==> config.mk <==
export PLATFORM = sky130hd
export DESIGN_NAME = nav_packet_tracker
export DESIGN_NICKNAME = d
export VERILOG_FILES = /design/src/rtl/nav_pkg.sv /design/src/rtl/nav_watchdog.sv /design/src/rtl/nav_packet_tracker.sv
export SDC_FILE = /design/constraint.sdc
export NUM_CORES = 1
export LEC_CHECK = 0
export BUFFER_PORTS_ARGS = -buffer_cell sky130_fd_sc_hd__clkbuf_2
export CAP_MARGIN = 20
export CORE_UTILIZATION = 50
export DETAILED_ROUTE_END_ITERATION = 7
export PLACE_DENSITY = 0.75
export SKIP_CTS_REPAIR_TIMING = 1
export SLEW_MARGIN = 0
export SYNTH_ARGS = -nofsm -noshare
export SYNTH_HDL_FRONTEND = slang
export SYNTH_HIERARCHICAL = 1
export SYNTH_SLANG_ARGS = --single-unit
==> constraint.sdc <==
create_clock -name clk -period 6.1 [get_ports clk]
set_clock_uncertainty 0.2 [all_clocks]
set_input_delay 0.915 -clock clk [delete_from_list [all_inputs] [get_ports clk]]
set_output_delay 0.915 -clock clk [all_outputs]
set_load 0.02 [all_outputs]
==> src/rtl/nav_pkg.sv <==
// rtl/nav_pkg.sv - shared motion codes, FSM states and coordinate limit for the nav tracker
//
// Purpose: constants and types used by nav_packet_tracker and its helpers.
// Ports:   none (package).

package nav_pkg;

  localparam logic [2:0] MOT_STOP  = 3'd0;
  localparam logic [2:0] MOT_FWD   = 3'd1;
  localparam logic [2:0] MOT_BACK  = 3'd2;
  localparam logic [2:0] MOT_LEFT  = 3'd3;
  localparam logic [2:0] MOT_RIGHT = 3'd4;

  localparam logic [15:0] MAX_COORD_DEFAULT = 16'd12000;

  typedef enum logic [1:0] {
    ST_NO_LINK = 2'd0,
    ST_ACQUIRE = 2'd1,
    ST_LOCKED  = 2'd2
  } nav_state_e;

  // The whole raw byte is checked, so codes like 8'h81 are rejected too.
  function automatic logic motion_is_valid(input logic [7:0] raw);
    return raw <= {5'd0, MOT_RIGHT};
  endfunction

endpackage

==> src/rtl/nav_watchdog.sv <==
// rtl/nav_watchdog.sv - link-loss watchdog counter with clear and timeout pulse
//
// Purpose: counts cycles since the last clear and pulses timeout_o when the
//          count reaches TIMEOUT_CYCLES-1.
// Ports:
//   clk        in   clock
//   rst        in   synchronous active-high reset
//   clear_i    in   restart the count (an accepted packet); suppresses timeout
//   timeout_o  out  one-cycle timeout pulse

module nav_watchdog #(
  parameter int unsigned TIMEOUT_CYCLES = 25_000_000
) (
  input  logic clk,
  input  logic rst,
  input  logic clear_i,
  output logic timeout_o
);

  localparam int unsigned CW = (TIMEOUT_CYCLES > 2) ? $clog2(TIMEOUT_CYCLES) : 1;
  localparam logic [CW-1:0] LAST = CW'(TIMEOUT_CYCLES - 1);

  logic [CW-1:0] cnt_q, cnt_d;
  logic          at_last;

  assign at_last = (cnt_q == LAST);

  // A clear in the expiry cycle wins, so a packet arriving exactly on time
  // keeps the link alive.
  assign timeout_o = at_last && !clear_i;

  // Restart after expiry so a dead link keeps timing out once per period.
  always_comb begin
    cnt_d = cnt_q + CW'(1);
    if (clear_i || at_last) begin
      cnt_d = '0;
    end
  end

  always_ff @(posedge clk) begin
    if (rst) begin
      cnt_q <= '0;
    end else begin
      cnt_q <= cnt_d;
    end
  end

endmodule

==> src/rtl/nav_packet_tracker.sv <==
// rtl/nav_packet_tracker.sv - validates nav packets, tracks link state and confirms motion commands
//
// Purpose: accepts/rejects incoming lidar+motion packets, holds the last good
//          coordinates, runs a NO_LINK/ACQUIRE/LOCKED link FSM with a watchdog,
//          and publishes a two-packet-confirmed motion command while locked.
// Ports:
//   clk, rst                        clock, synchronous active-high reset
//   packet_valid                    one-cycle packet strobe
//   motion_state                    raw motion byte
//   lidar_{x,y}_{upper,lower}       raw coordinate bytes
//   lidar_x, lidar_y                last accepted coordinates
//   motion_cmd                      confirmed motion code (STOP outside lock)
//   cmd_valid                       one-cycle strobe after an accepted packet while locking/locked
//   link_ok                         high in LOCKED
//   packet_count                    accepted packets (wraps)
//   error_count                     rejected packets (saturates)

module nav_packet_tracker
  import nav_pkg::*;
#(
  parameter int unsigned TIMEOUT_CYCLES = 25_000_000,
  parameter int unsigned ACQ_PACKETS    = 3,
  parameter logic [15:0] MAX_COORD      = MAX_COORD_DEFAULT
) (
  input  logic        clk,
  input  logic        rst,
  input  logic        packet_valid,
  input  logic [7:0]  motion_state,
  input  logic [7:0]  lidar_x_upper,
  input  logic [7:0]  lidar_x_lower,
  input  logic [7:0]  lidar_y_upper,
  input  logic [7:0]  lidar_y_lower,
  output logic [15:0] lidar_x,
  output logic [15:0] lidar_y,
  output logic [2:0]  motion_cmd,
  output logic        cmd_valid,
  output logic        link_ok,
  output logic [15:0] packet_count,
  output logic [7:0]  error_count
);

  localparam logic [15:0] ACQ_TARGET = 16'(ACQ_PACKETS);

  logic [15:0] coord_x, coord_y;
  logic [2:0]  motion_code;
  logic        fields_ok, accept, reject, timeout;

  nav_state_e  state_q, state_d;
  logic [15:0] acq_q, acq_d, acq_inc;

  logic [15:0] x_q, x_d, y_q, y_d;
  logic [2:0]  prev_motion_q, prev_motion_d;
  logic [2:0]  motion_cmd_q, motion_cmd_d;
  logic        cmd_valid_q, cmd_valid_d;
  logic [15:0] pkt_cnt_q, pkt_cnt_d;
  logic [7:0]  err_cnt_q, err_cnt_d;
  logic        locked_next;

  assign coord_x     = {lidar_x_upper, lidar_x_lower};
  assign coord_y     = {lidar_y_upper, lidar_y_lower};
  assign motion_code = motion_state[2:0];
  assign fields_ok   = motion_is_valid(motion_state) && (coord_x <= MAX_COORD) && (coord_y <= MAX_COORD);
  assign accept      = packet_valid && fields_ok;
  assign reject      = packet_valid && !fields_ok;
  assign acq_inc     = acq_q + 16'd1;

  nav_watchdog #(
    .TIMEOUT_CYCLES(TIMEOUT_CYCLES)
  ) u_watchdog (
    .clk      (clk),
    .rst      (rst),
    .clear_i  (accept),
    .timeout_o(timeout)
  );

  // FSM state register
  always_ff @(posedge clk) begin
    if (rst) begin
      state_q <= ST_NO_LINK;
      acq_q   <= '0;
    end else begin
      state_q <= state_d;
      acq_q   <= acq_d;
    end
  end

  // FSM next state; timeout is already masked by an accepted packet
  always_comb begin
    state_d = state_q;
    acq_d   = acq_q;
    case (state_q)
      ST_NO_LINK: begin
        if (accept) begin
          acq_d   = 16'd1;
          state_d = (16'd1 >= ACQ_TARGET) ? ST_LOCKED : ST_ACQUIRE;
        end
      end
      ST_ACQUIRE: begin
        if (accept) begin
          acq_d = acq_inc;
          if (acq_inc >= ACQ_TARGET) begin
            state_d = ST_LOCKED;
          end
        end else if (timeout) begin
          state_d = ST_NO_LINK;
          acq_d   = '0;
        end else if (reject) begin
          acq_d = '0;
        end
      end
      ST_LOCKED: begin
        if (timeout) begin
          state_d = ST_NO_LINK;
          acq_d   = '0;
        end
      end
      default: begin
        state_d = ST_NO_LINK;
        acq_d   = '0;
      end
    endcase
  end

  // FSM outputs
  always_comb begin
    link_ok      = (state_q == ST_LOCKED);
    locked_next  = (state_d == ST_LOCKED);
    cmd_valid_d  = accept && locked_next;
    motion_cmd_d = motion_cmd_q;
    if (!locked_next) begin
      // Covers the timeout cycle as well as NO_LINK/ACQUIRE.
      motion_cmd_d = MOT_STOP;
    end else if (accept && (motion_code == prev_motion_q)) begin
      motion_cmd_d = motion_code;
    end
  end

  // Packet datapath next state
  always_comb begin
    x_d           = x_q;
    y_d           = y_q;
    prev_motion_d = prev_motion_q;
    pkt_cnt_d     = pkt_cnt_q;
    err_cnt_d     = err_cnt_q;
    if (accept) begin
      x_d           = coord_x;
      y_d           = coord_y;
      prev_motion_d = motion_code;
      pkt_cnt_d     = pkt_cnt_q + 16'd1;
    end
    if (reject && (err_cnt_q != 8'hFF)) begin
      err_cnt_d = err_cnt_q + 8'd1;
    end
  end

  always_ff @(posedge clk) begin
    if (rst) begin
      x_q           <= '0;
      y_q           <= '0;
      prev_motion_q <= MOT_STOP;
      motion_cmd_q  <= MOT_STOP;
      cmd_valid_q   <= 1'b0;
      pkt_cnt_q     <= '0;
      err_cnt_q     <= '0;
    end else begin
      x_q           <= x_d;
      y_q           <= y_d;
      prev_motion_q <= prev_motion_d;
      motion_cmd_q  <= motion_cmd_d;
      cmd_valid_q   <= cmd_valid_d;
      pkt_cnt_q     <= pkt_cnt_d;
      err_cnt_q     <= err_cnt_d;
    end
  end

  assign lidar_x      = x_q;
  assign lidar_y      = y_q;
  assign motion_cmd   = motion_cmd_q;
  assign cmd_valid    = cmd_valid_q;
  assign packet_count = pkt_cnt_q;
  assign error_count  = err_cnt_q;

endmodule

==> out/qor.yml, run 1 <==
run_status:
  status: "completed"
cells_and_area:
  final_layout_size_suffix_gt1_share_pct: 20.9
  fill_cells: 912
  synthToLayoutAreaGrowth_pct: 15.2
  diodes: 0
  instances_no_fill: 837
  final_area_um2: 5840
  nNetsFinal: 747
synth:
  syn_nets: 666
  avgSynthCellArea_um2: 8.20
  synth_flop_cell: "dfxtp_1"
  synth_common_cells: "dfxtp_1, nand2_1, a21oi_1"
  syn_inst: 618
  synth_top_area_share_pct: 41.9
  ys_ff_latch: 106
  seq_area_frac_synth_pct: 41.9
  yosysMostFrequentCell: "dfxtp_1"
  synthTopCellsByArea: "dfxtp_1, a21oi_1, nand2_1, xnor2_1, nand4_1"
  yosysTopAreaCell: "dfxtp_1"
  synth_edf_count: 0
  synth.cell_area_um2: 5070
  yosys_warnings: 6
  async_reset_ff_share_pct: 0
  synth_cell_types: 63
die:
  die_width_um: 103
  die_area_um2: 10500
  core_area_um2: 9820
  rows: 36
  ios: 104
  start_util_pct: 51.6
  die_h_um: 103
worst_setup_path:
  r2r_cells: 7
  max_stage_delay_ns: 0.58
  crit_fanout: 46
  cp-end-kind: "flop"
  path_cells: "clkbuf_2, or4_1, o211ai_1, and3b_1, nand3_1, inv_2, nor2_1, or3_1, o311a_1, a311oi_1"
  worstPathRequired_ns: 6.17
  start_kind: "input port"
  crit_start: "lidar_x_lower[1]"
  regToRegSetupSlack_ns: 3.01
  crit_slowest_cell: "inv_2"
  worstPathArrival_ns: 4.19
  path_class: "input port to flop"
  worstReg2RegStart: "u_watchdog/cnt_q[8]$_SDFF_PP0_"
  r2r_end: "acq_q[2]$_SDFFE_PP0P_"
detailed_routing:
  drt_iter0_drc: 219
  num_vias: 4845
  drc_errors: 0
  finalWirelength_um: 12000
  routedWlPerCell_um: 14.3
  firstDrtPassIters: 5
  ant_nets: 0
  post_drt_via_cell_ratio: 5.79
power:
  ir_drop_mv: 0.113
  power.total_mw: 1.23
  p_per_area_nw_per_um2: 211
  leakagePower_nw: 2.10
timing:
  rsz0062_at_grt: "no"
  max_clock_freq_ghz: 0.243
  fin_crit_ns: 4.11
  worst_pin_slew_ns: 0.908
  hold_viol: 0
  slew_headroom_pct: 39.5
  setup_tns_ns: 0
  period_share_pct: 67.4
  setup_viol: 0
  drv_slew: 0
run:
  maxCapViolCount: 0
hold_path:
  min_to: "lidar_x[11]$_SDFFE_PP0N_"
  worstHoldPathType: "flop to flop"
  whs_path_depth: 2
  min-delay-start: "lidar_x[11]$_SDFFE_PP0N_"
global_routing:
  grt_max_degree: 47
  grt_pass1_wl_um: 18700
  grt_pass1_vias: 4107
  grtUsageTotal_pct: 22.2
  grt.overflow.total: 0
  antenna_found_initial: 0
placement:
  io_buffers: 103
  placed_cells: 820
  placed_area_um2: 5600
  dp_hpwl_um: 8360
  place_congestion: 0.848
clock_tree:
  clkSinkCount: 106
  worstSkewPairLatency_ns: 0.37
  cts.path.max_buffers: 2
  cts.clk_slew.worst_paths_ns: 0.11
  htree_levels: 3
  cts_buffers: 9
  cts_tree: "yes"
  cts-root-buf: "clkbuf_8"
==> kinds of logic after synthesis <==
group           share of synthesized area (%)
simple gates                             28.0
compound gates                           19.1
flops                                    41.9
buf+inv                                  4.52
xor+xnor                                 3.80
mux                                      1.43
fa+ha+maj                                1.23
==> through the flow <==
stage	hold WS, ns	utilization (%)	setup slack [ns]
after floorplan	0.237	-	2.20
after global placement	0.243	57.0	1.75
after detailed placement	0.245	57.0	1.62
after CTS	0.261	59.3	2.02
after global routing	0.278	59.4	1.78
final	0.258	59.4	1.99
==> state kept, by name (all words and copies together) (netlist names), 3 cells and up <==
signal            flops
packet_count         16
u_watchdog/cnt_q     25
motion_cmd            3
lidar_y              16
lidar_x              16
prev_motion_q         3
acq_q                16
error_count           8
==> layout make-up <==
cell class	count	area [um^2]	area share (%)
timing repair buffer	106	542	9.28
tap	133	166	2.85
sequential	106	2120	36.4
clock buffer	9	124	2.12
inverter	18	67.6	1.16
clock inverter	7	100	1.71
multi-input combinational	458	2720	46.5
==> worst max-delay path, delay by kind of cell <==
kind / cells / cell delay, ns
AOI/OAI and AO/OA: 3 / 1.02
and+or+nand+nor: 5 / 1.58
buffers and inverters: 2 / 0.67
==> per-layer routing <==
metal	routed length, um	global-route usage [%]
met1	5450	28.8
met4	102	6.37
met2	5750	37.3
met3	666	4.61
met5	0	0
==> how the worst max path moves through the flow <==
stage / to / slack, ns
after floorplan: acq_q[10]$_SDFFE_PP0P_ / 2.20
after global placement: acq_q[11]$_SDFFE_PP0P_ / 1.75
after detailed placement: acq_q[9]$_SDFFE_PP0P_ / 1.62
after CTS: acq_q[9]$_SDFFE_PP0P_ / 2.02
after global routing: acq_q[9]$_SDFFE_PP0P_ / 1.78
final: acq_q[2]$_SDFFE_PP0P_ / 1.99
==> power breakdown <==
part | total, mW | switching, mW | internal, mW
logic | 0.0500 | 0.0309 | 0.0191
clock network | 0.485 | 0.250 | 0.235
registers | 0.698 | 0.00371 | 0.695
total | 1.23 | 0.284 | 0.949
==> cells in the final DEF (no fill, tap or decap), types with 5 or more instances in the layout <==
cell type and n:
clkbuf_2 103, a21oi_1 72, and4_1 6, nand4_1 22, a211oi_1 8, o31ai_1 6, xnor2_1 16, nor2_1 35
a31o_2 6, ha_1 5, or4_1 10, nor3_1 13, nor4_1 9, a311oi_1 11, and3_1 12, xor2_1 6
dfxtp_1 106, clkbuf_8 9, mux2i_1 5, o21ai_0 25, inv_1 17, nand3_1 23, nand2_1 96, or3_1 9
No activity file was read; power rests on OpenSTA's default activity.
==> run 2, diff against run 1 <==
- ABC_AREA: not set -> 1
- PLACE_DENSITY: 0.75 -> 0.74
- clock period: 6.1 -> 4 ns (I/O delays scaled with it)
==> out/qor.yml, run 2 <==
detailed_routing:
  drc_errors: 0  # unchanged
  post_drt_via_cell_ratio: 5.09  # -12%
  num_vias: 5202  # +7.4%
  firstDrtPassIters: 5  # unchanged
  finalWirelength_um: 12300  # +2.4%
  drt_iter0_drc: 285  # +30%
  ant_nets: 0  # unchanged
  routedWlPerCell_um: 12.0  # -16%
placement:
  io_buffers: 103  # unchanged
  place_ws_ns: 0.986  # -0.631 ns
  placed_cells: 1006  # +23%
  placed_area_um2: 5890  # +5.1%
  dp_hpwl_um: 8790  # +5.1%
  place_congestion: 0.815  # -3.9%
cells_and_area:
  instances_no_fill: 1022  # +22%
  nNetsFinal: 929  # +24%
  regMostFlops: "u_watchdog/cnt_q"
  fill_cells: 1014  # +11%
  final_common_cell: "nand2_1"
  most-common-layout-cells: "nand2_1, dfxtp_1, clkbuf_2, nor2_1, a21oi_1"
  synthToLayoutAreaGrowth_pct: 13.8
  largest_register_ffs: 25  # unchanged
  finish.utilization_pct: 58.9  # -0.53 points
  final_layout_size_suffix_gt1_share_pct: 16.4  # -4.5 points
  diodes: 0  # unchanged
  final_area_um2: 6080  # +4.2%
synth:
  async_reset_ff_share_pct: 0  # unchanged
  avgSynthCellArea_um2: 6.76  # -18%
  seq_area_frac_synth_pct: 39.7  # -2.2 points
  yosysTopAreaCell: "dfxtp_1"
  synth_common_cells: "nand2_1, dfxtp_1, nor2_1"
  synth_cell_types: 38  # -40%
  synth_flop_cell: "dfxtp_1"
  synth_edf_count: 0  # unchanged
  synth_top_area_share_pct: 39.7  # -2.2 points
  yosysMostFrequentCell: "nand2_1"
  synthTopCellsByArea: "dfxtp_1, nand2_1, a21oi_1, nor2_1, nand3_1"
  ys_ff_latch: 106  # unchanged
  yosys_warnings: 6  # unchanged
  syn_nets: 839  # +26%
  syn_inst: 791  # +28%
  synth.cell_area_um2: 5340  # +5.5%
worst_setup_path:
  worstPathRequired_ns: 4.06  # -2.11 ns
  worstPathArrival_ns: 2.67  # -1.52 ns
  start_kind: "input port"
  path_class: "input port to flop"
  crit_fanout: 75  # +63%
  cp-end-kind: "flop"
global_routing:
  grt_pass1_vias: 4497  # +9.5%
  antenna_found_initial: 0  # unchanged
  grtUsageTotal_pct: 23.0  # +0.80 points
  grt.overflow.total: 0  # unchanged
  grt_max_degree: 76  # +62%
  grt_pass1_wl_um: 20800  # +11%
timing:
  timing.hold.ws_ns: 0.242  # -0.0159 ns
  setup_tns_ns: 0  # unchanged
  worst_pin_slew_ns: 0.751  # -0.156 ns
  fin_crit_ns: 2.60
  hold_viol: 0  # unchanged
  max_clock_freq_ghz: 0.384
  drv_slew: 0  # unchanged
  setup_viol: 0  # unchanged
  rsz0062_at_grt: "no"
  period_share_pct: 65.1
  setup_ws_ns: 1.40  # -0.592 ns
  slew_headroom_pct: 49.9  # +10 points
clock_tree:
  cts_tree: "yes"
  cts.clk_slew.worst_paths_ns: 0.09  # -0.02 ns
  worstSkewPairLatency_ns: 0.39  # +0.02 ns
  cts.path.max_buffers: 2  # unchanged
  htree_levels: 3  # unchanged
  cts-root-buf: "clkbuf_8"
  cts_buffers: 9  # unchanged
  clkSinkCount: 106  # unchanged
power:
  p_per_area_nw_per_um2: 296  # +40%
  leakagePower_nw: 2.41  # +15%
  ir_drop_mv: 0.169  # +49%
  power.total_mw: 1.80  # +46%
hold_path:
  worstHoldPathType: "flop to flop"
run_status:
  status: "completed"
die:
  start_util_pct: 51.8  # +0.17 points
  rows: 37  # +2.8%
  die_width_um: 105  # +2.6%
  die_h_um: 105  # +2.6%
  ios: 104  # unchanged
  core_area_um2: 10300  # +5.1%
  die_area_um2: 11100  # +5.4%
run:
  maxCapViolCount: 0  # unchanged
-- run 2: cell types whose count changed after synthesis, sizes merged, moves of 11 or more --
cell and change:
nand3 +33, a311oi -11, nand2 +151, or3 -11, inv +55, nor2 +68, xor2 +11
-- run 2: cells by family (layout without fill, tap and decap cells) --
family                     Yosys count  after routing  share of synthesized area [%]
xor gates and xnor gates            24             24                           3.93
adders and majority gates            5              5                           1.17
DFF                                106            106                           39.7
and+or+nand+nor                    455            455                           36.9
AOI/OAI and AO/OA                  100            100                           9.97
buffers and inverters              101            196                           8.31
-- run 2: final timing paths --
check	startpoint	end	slack, ns	depth (start not counted)
hold / removal	lidar_y[14]$_SDFFE_PP0N_	lidar_y[14]$_SDFFE_PP0N_	0.24	2
setup reg to reg	u_watchdog/cnt_q[0]$_SDFF_PP0_	acq_q[3]$_SDFFE_PP0P_	1.46	13
hold reg to reg	lidar_y[14]$_SDFFE_PP0N_	lidar_y[14]$_SDFFE_PP0N_	0.24	2
setup / recovery	lidar_y_lower[0]	u_watchdog/cnt_q[13]$_SDFF_PP0_	1.40	14
-- run 2: layout make-up --
class,count,area (um^2),share of cell area [%]
Inverter,74,278,4.57
Clock buffer,11,151,2.49
Multi-Input combinational cell,584,2780,45.7
Clock inverter,5,45.0,0.741
Timing Repair Buffer,106,538,8.85
Tap cell,136,170,2.80
Sequential cell,106,2120,34.9
-- run 2: where the power goes --
| part | switching (mW) | internal, mW | total, mW |
|---|---|---|---|
| clock | 0.386 | 0.271 | 0.656 |
| combinational | 0.0508 | 0.0275 | 0.0783 |
| sequential | 0.00508 | 1.06 | 1.06 |
-- run 2: worst max-delay path, cell delays in order --
cell      delay [ns]
clkbuf_2        0.08
inv_1           0.06
nand2_1         0.04
nor3_1          0.13
nand3_1         0.09
nand2_1         0.07
nand2_1         0.05
nand2_1         0.18
nand2_4         0.12
nor2_4          0.10
buf_4           0.60
nor2_1          0.17
nand2_4         0.28
nor2_1          0.08
-- run 2: layer usage --
metal / global-route usage [%] / wire length [um] / part of all wire [%] / vias to the layer above
met3: 5.69 / 803 / 6.6 / 14
met1: 31.4 / 5800 / 47 / 2333
met4: 5.73 / 143 / 1.2 / 0
li1: - / - / - / 2710
met5: 0 / 0 / 0 / -
met2: 36.4 / 5510 / 45 / 145
